`src/rtl/key_gen_pkg.sv`:
```
// Shared types and helpers for the key generator datapath.
package key_gen_pkg;

  typedef enum logic [1:0] {
    ST_IDLE = 2'd0,
    ST_RUN  = 2'd1,
    ST_DONE = 2'd2
  } state_t;

  // Bits needed to hold a Hamming weight in the range 0..key_w.
  function automatic int unsigned weight_width(input int unsigned key_w);
    return $clog2(key_w + 1);
  endfunction

  // Increment that sticks at the all-ones value of a w-bit counter (w <= 64).
  function automatic logic [63:0] sat_inc(input logic [63:0] v, input int unsigned w);
    logic [63:0] max_v;
    max_v = (w >= 64) ? '1 : ((64'd1 << w) - 64'd1);
    return (v == max_v) ? v : (v + 64'd1);
  endfunction

endpackage

```
`src/rtl/key_fifo.sv`:
```
// First-word fall-through FIFO; head reads as zero while empty.
module key_fifo #(
  parameter int unsigned WIDTH = 128,
  parameter int unsigned DEPTH = 4
) (
  input  logic             in_clk,
  input  logic             in_rst,
  input  logic             in_push,
  input  logic [WIDTH-1:0] in_data,
  input  logic             in_pop,
  output logic [WIDTH-1:0] out_data,
  output logic             out_valid,
  output logic             out_full,
  output logic             out_empty
);

  localparam int unsigned AW = $clog2(DEPTH);

  logic [WIDTH-1:0] mem [DEPTH];
  logic [AW-1:0]    wr_ptr;
  logic [AW-1:0]    rd_ptr;
  logic [AW:0]      count;
  logic             do_push;
  logic             do_pop;

  // Status flags and gated push/pop strobes.
  always_comb begin
    out_empty = (count == '0);
    out_full  = (count == (AW + 1)'(DEPTH));
    out_valid = !out_empty;
    do_push   = in_push && !out_full;
    do_pop    = in_pop && !out_empty;
    out_data  = out_empty ? '0 : mem[rd_ptr];
  end

  // Storage write; contents need no reset because the head is masked when empty.
  always_ff @(posedge in_clk) begin
    if (do_push) begin
      mem[wr_ptr] <= in_data;
    end
  end

  // Pointer and occupancy tracking; pointers wrap naturally at DEPTH.
  always_ff @(posedge in_clk) begin
    if (in_rst) begin
      wr_ptr <= '0;
      rd_ptr <= '0;
      count  <= '0;
    end else begin
      if (do_push) wr_ptr <= wr_ptr + AW'(1);
      if (do_pop)  rd_ptr <= rd_ptr + AW'(1);
      case ({do_push, do_pop})
        2'b10:   count <= count + (AW + 1)'(1);
        2'b01:   count <= count - (AW + 1)'(1);
        default: count <= count;
      endcase
    end
  end

endmodule

```
`src/rtl/key_weight_filter.sv`:
```
// Hamming-weight window filter for key candidates with an output FIFO and
// a programmable stop count. Optional reject counter: KEY_WEIGHT_FILTER_STATS_EN.
module key_weight_filter
  import key_gen_pkg::*;
#(
  parameter int unsigned KEY_W = 128,
  parameter int unsigned DEPTH = 4,
  parameter int unsigned CNT_W = 16,
  localparam int unsigned WW = weight_width(KEY_W)
) (
  input  logic             in_clk,
  input  logic             in_rst,
  input  logic             in_wr_cfg,
  input  logic [WW-1:0]    in_cfg_weight_lo,
  input  logic [WW-1:0]    in_cfg_weight_hi,
  input  logic [CNT_W-1:0] in_cfg_key_limit,
  input  logic             in_start,
  input  logic             in_cand_valid,
  output logic             out_cand_ready,
  input  logic [WW-1:0]    in_hamming_weight,
  input  logic [KEY_W-1:0] in_key_candidate,
  output logic             out_key_valid,
  input  logic             in_key_ready,
  output logic [KEY_W-1:0] out_key,
  output logic             out_busy,
  output logic             out_done,
  output logic [CNT_W-1:0] out_found_count
`ifdef KEY_WEIGHT_FILTER_STATS_EN
  ,
  output logic [CNT_W-1:0] out_reject_count
`endif
);

  state_t           state_q;
  state_t           state_d;
  logic [WW-1:0]    lo_q;
  logic [WW-1:0]    hi_q;
  logic [CNT_W-1:0] limit_q;
  logic [CNT_W-1:0] found_q;
  logic [CNT_W-1:0] found_inc;
  logic             fifo_full;
  logic             fifo_empty;
  logic             accept;
  logic             match;
  logic             push;
  logic             start_ok;
  logic             cfg_ok;

  // Handshake, window compare and control strobes.
  always_comb begin
    out_cand_ready = (state_q == ST_RUN) && !fifo_full;
    accept         = in_cand_valid && out_cand_ready;
    match          = (in_hamming_weight >= lo_q) && (in_hamming_weight <= hi_q);
    push           = accept && match;
    cfg_ok         = in_wr_cfg && (state_q != ST_RUN);
    start_ok       = in_start && (state_q != ST_RUN) && fifo_empty;
    found_inc      = CNT_W'(sat_inc(64'(found_q), CNT_W));
  end

  // Next-state logic and state-decoded status outputs.
  always_comb begin
    state_d  = state_q;
    out_busy = 1'b0;
    out_done = 1'b0;
    unique case (state_q)
      ST_IDLE: begin
        if (start_ok) state_d = ST_RUN;
      end
      ST_RUN: begin
        out_busy = 1'b1;
        if (push && (limit_q != '0) && (found_inc == limit_q)) state_d = ST_DONE;
      end
      ST_DONE: begin
        out_done = 1'b1;
        if (start_ok) state_d = ST_RUN;
      end
      default: state_d = ST_IDLE;
    endcase
  end

  // State register.
  always_ff @(posedge in_clk) begin
    if (in_rst) state_q <= ST_IDLE;
    else        state_q <= state_d;
  end

  // Configuration registers, writable only outside a run.
  always_ff @(posedge in_clk) begin
    if (in_rst) begin
      lo_q    <= '0;
      hi_q    <= '0;
      limit_q <= '0;
    end else if (cfg_ok) begin
      lo_q    <= in_cfg_weight_lo;
      hi_q    <= in_cfg_weight_hi;
      limit_q <= in_cfg_key_limit;
    end
  end

  // Found counter: cleared on an accepted start, bumped per pushed match.
  always_ff @(posedge in_clk) begin
    if (in_rst)        found_q <= '0;
    else if (start_ok) found_q <= '0;
    else if (push)     found_q <= found_inc;
  end

  always_comb out_found_count = found_q;

`ifdef KEY_WEIGHT_FILTER_STATS_EN
  logic [CNT_W-1:0] reject_q;

  // Reject counter: accepted candidates that fall outside the window.
  always_ff @(posedge in_clk) begin
    if (in_rst)                 reject_q <= '0;
    else if (start_ok)          reject_q <= '0;
    else if (accept && !match)  reject_q <= CNT_W'(sat_inc(64'(reject_q), CNT_W));
  end

  always_comb out_reject_count = reject_q;
`else
  // Without statistics, non-matching candidates are dropped silently.
`endif

  key_fifo #(
    .WIDTH(KEY_W),
    .DEPTH(DEPTH)
  ) u_fifo (
    .in_clk   (in_clk),
    .in_rst   (in_rst),
    .in_push  (push),
    .in_data  (in_key_candidate),
    .in_pop   (in_key_ready),
    .out_data (out_key),
    .out_valid(out_key_valid),
    .out_full (fifo_full),
    .out_empty(fifo_empty)
  );

endmodule

```
`config.mk`:
```
export PLATFORM = sky130hd
export DESIGN_NAME = key_weight_filter
export DESIGN_NICKNAME = d
export VERILOG_FILES = /design/src/rtl/key_gen_pkg.sv /design/src/rtl/key_fifo.sv /design/src/rtl/key_weight_filter.sv
export SDC_FILE = /design/constraint.sdc
export NUM_CORES = 1
export LEC_CHECK = 0
export BUFFER_PORTS_ARGS = -buffer_cell sky130_fd_sc_hd__clkbuf_2
export CORE_AREA = 2 2 295 180
export DETAILED_ROUTE_END_ITERATION = 12
export DIE_AREA = 0 0 297 182
export GPL_TIMING_DRIVEN = 0
export PLACE_DENSITY = 0.76
export SLEW_MARGIN = 20
export SYNTH_ARGS = -nofsm -noshare
export SYNTH_HDL_FRONTEND = slang
export SYNTH_HIERARCHICAL = 1
export SYNTH_SLANG_ARGS = --single-unit
```
`constraint.sdc`:
```
create_clock -name in_clk -period 8.08 [get_ports in_clk]
set_input_delay 1.616 -clock in_clk [delete_from_list [all_inputs] [get_ports in_clk]]
set_output_delay 1.616 -clock in_clk [all_outputs]
set_load 0.02 [all_outputs]
```
==> summary.md <==
| Metric | Value |
|---|---|
| Cell taking the most area after synthesis | edfxtp_1 |
| Unrepaired setup endpoints after global routing | false |
| Fin util | 52.6% |
| Post-DP HPWL | 34.3 mm |
| Syn Nets | 1457 |
| Main combinational cell family by area after synthesis | multiplexers |
| Vias per cell | 5.31 |
| Worst Clk Skew | 0.0215 ns |
| Hold Path Class | reg -> reg |
| Yosys top cell area share | 67.2% |
| Most used cell, CP | buf_16 |
| Final hold violations | 0 |
| Layout cell share with drive strength beyond 1 | 34.0% |
| Initial antenna violation count | 5 |
| Post-route DRC | 0 |
| CTS Hold Buffers Added | 0 |
| Count leader, synth | edfxtp_1 |
| Post-synthesis cell area | 0.0229 mm² |
| CP max FO | 44 |
| Setup crit end kind | register |
| XOR/XNOR Fraction of Synth Area | 0.727% |
| Kind of critical path | in -> reg |
| Min Clock Period, post-route | 5.07 ns |
| Worst-Skew Late Latency | 0.57 ns |
| Slew Limit Fails | 0 |
| Port bufs | 320 |
| Max cap viols | 0 |
| IO Pins | 322 |
| Finish-stage setup viols | 0 |
| Initial Utilization | 44.2% |
| Avg Cell Area, Syn | 18.2 µm² |
| Post-synth EDFFs | 512 |
| H-tree Lvls | 2 |
| DRT iter0 DRCs | 979 |
| Simple-gate share of the synthesized area | 7.64% |
| Synth warn | 6 |
| DR WL/cell | 21.1 µm |
| Deepest clock path buffer count | 3 |
| Detail Route Antenna Nets | 0 |
| Crit path buffers/inverters | 5 |
| Setup slack after placement | 2.44 ns |
| Critical path arrival | 5.31 ns |
| Design area | 0.0272 mm² |
| CTS tree | yes |
| Setup WS post-layout | 3.01 ns |
| Crit start category | input port |
| Compound-Gate Fraction of Synth Area | 2.57% |
| Static leakage | 9.32 nW |
| Final Cycle Share | 62.8% |
| Synth top area cells | edfxtp_1, mux4_2, dfxtp_1 |
| CP delay by family, top | simple AND/OR/NAND/NOR gates |
| Worst Hold Margin | 0.456 ns |
| Fill count | 4189 |
| Clock-pin slew on the worst setup and hold paths | 0.07 ns |
| Crit-path cells | clkbuf_2, ha_1, nor2b_1, o211ai_1, a21oi_1, o21ai_0, nand3_1, clkinv_1, inv_1, nor2_1, and2_4, buf_16, buf_16 |
| Max IR drop VDD | 0.166 mV |
| Setup Fix Bufs, Post-CTS | 0 |
| Status | completed |
| Post-DP Area | 0.0256 mm² |
| Adder-Cell Fraction of Synth Area | 1.29% |
| Post-synth cell types | 51 |
| Comb pwr share | 7.4% |
| Clock Tree Root | clkbuf_16 |
| Mux share of post-synthesis cell area | 12.9% |
| Ys async rst share | 0% |
| Largest net degree at the start of global routing | 47 |
| Cts repair resizes | 0 |
| GRT Residual Overflow | 0 |
| Final nets | 1840 |
| Internal power | 0.00470 W |
| TritonRoute pass-1 iters | 5 |
| Sequential Power Share | 54.1% |
| Post-synth top cells | edfxtp_1, and2_1, mux4_2, nand2_1, dfxtp_1 |
| PwrDens | 221 mW/mm² |
| Via count | 12700 |
| Vias in the first global route | 12600 |
| Row cnt | 65 |
| GPL Wtd Cong | 0.905 |
| Sw power | 0.00131 W |
| Synthesis-to-layout area growth | 19.0% |
| CP max stage cell | and2_4 |
| Total CTS buffers | 51 |
| Worst slew margin | 27.5% |
| Main synth FF type | edfxtp_1 |
| Post-Syn Instances | 1260 |
| Placeable Area | 0.0517 mm² |
| Clock power share | 38.5% |
| # clock sinks | 571 |
| Overall Global Routing Usage | 18.4% |
| Die height | 182 µm |
| Final Routed Wirelength | 50.3 mm |
| Fmax | 0.197 GHz |
| Die area | 0.0541 mm² |
| First-pass GRT wire length | 75.8 mm |
| Sw frac | 21.8% |
| Max stage delay on crit path | 0.67 ns |
| Final setup TNS | 0 ns |
| Chip Width | 297 µm |
| Seq/Total Area, Yosys | 72.4% |
| Worst Path Required | 8.32 ns |
| Worst-Margin Slew | 1.08 ns |
| FF+latch count, synth | 571 |
==> sequential cells by signal, indices dropped and copies added (netlist names), named ones only <==
register	flops
out_found_count	16
u_fifo/rd_ptr	2
u_fifo/count	3
state_q	2
limit_q	16
u_fifo/mem	512
u_fifo/wr_ptr	2
hi_q	8
lo_q	8
==> power groups by stage <==
| stage | Clock, W | Combinational [W] | Sequential, W |
|---|---|---|---|
| after floorplan | 0 | 0.000264 | 0.00332 |
| after global placement | 0 | 0.000433 | 0.00332 |
| after detailed placement | 0 | 0.000448 | 0.00332 |
| after CTS | 0.00238 | 0.000450 | 0.00325 |
| after global routing | 0.00250 | 0.000484 | 0.00325 |
| final | 0.00231 | 0.000443 | 0.00325 |
==> routing by layer <==
layer / track usage (%) / routed length, µm / share of wire (%) / vias to the layer above
li1: - / - / - / 5712
met4: 4.91 / 1050 / 2.1 / 2
met5: 0 / 13 / 0.026 / -
met2: 28.6 / 23600 / 47 / 428
met1: 26.5 / 22200 / 44 / 6476
met3: 4.01 / 3420 / 6.8 / 72
==> through the flow <==
stage                     std cells  power, W
after floorplan                1260   0.00358
after global routing           2388   0.00624
after CTS                      2386   0.00609
after detailed placement       2293   0.00377
after global placement         2283   0.00375
final                          2388   0.00601
==> worst register-to-register path, cell delays in order, from the launching register on <==
cell and delay, ns:
dfxtp_1 0.33, inv_1 0.04, ha_1 0.28, nor2b_1 0.13
o211ai_1 0.16, a21oi_1 0.09, o21ai_0 0.62, nand3_1 0.20
clkinv_1 0.25, inv_1 0.10, nor2_1 0.36, and2_4 0.67
buf_16 0.33, buf_16 0.30
==> cell usage in the layout, fill, tap and decap left out, types with 25 or more instances in the layout <==
cell / synthesis / routed
clkbuf_16: 0 / 52
nand2_1: 80 / 80
mux4_2: 128 / 128
a21oi_1: 56 / 56
dfxtp_1: 59 / 59
o21ai_0: 25 / 25
inv_1: 31 / 31
and2_1: 135 / 131
clkbuf_2: 0 / 320
edfxtp_1: 512 / 512
clkbuf_1: 25 / 37
==> worst paths after layout <==
check | startpoint | to | slack [ns] | depth (start not counted)
worst min-delay path | hi_q[6] | hi_q[6] | 0.46 | 2
worst max register to register | hi_q[1] | u_fifo/mem[1][95] | 3.82 | 13
worst min register to register | hi_q[6] | hi_q[6] | 0.46 | 2
worst max-delay path | in_hamming_weight[1] | u_fifo/mem[1][95] | 3.01 | 13
==> kinds of logic after synthesis <==
family	after synthesis
muxes	135
xor gates and xnor gates	19
DFF	571
AOI/OAI and AO/OA	104
and+or+nand+nor	314
adders and majority gates	23
buffers and inverters	94
==> area by class of cell <==
type                    instances  area, µm²  area share, %
diodes                          2       5.00         0.0184
plain buffers                  62        453           1.66
clock buffers                  64       1350           4.94
clock inverters                29        230          0.846
inverters                      32        120          0.441
multi-input cells             595       5760           21.2
flip-flops and latches        571      16600           60.8
well taps                     703        880           3.23
repair buffers                330       1880           6.89
Power figures use the tool's default switching activity.
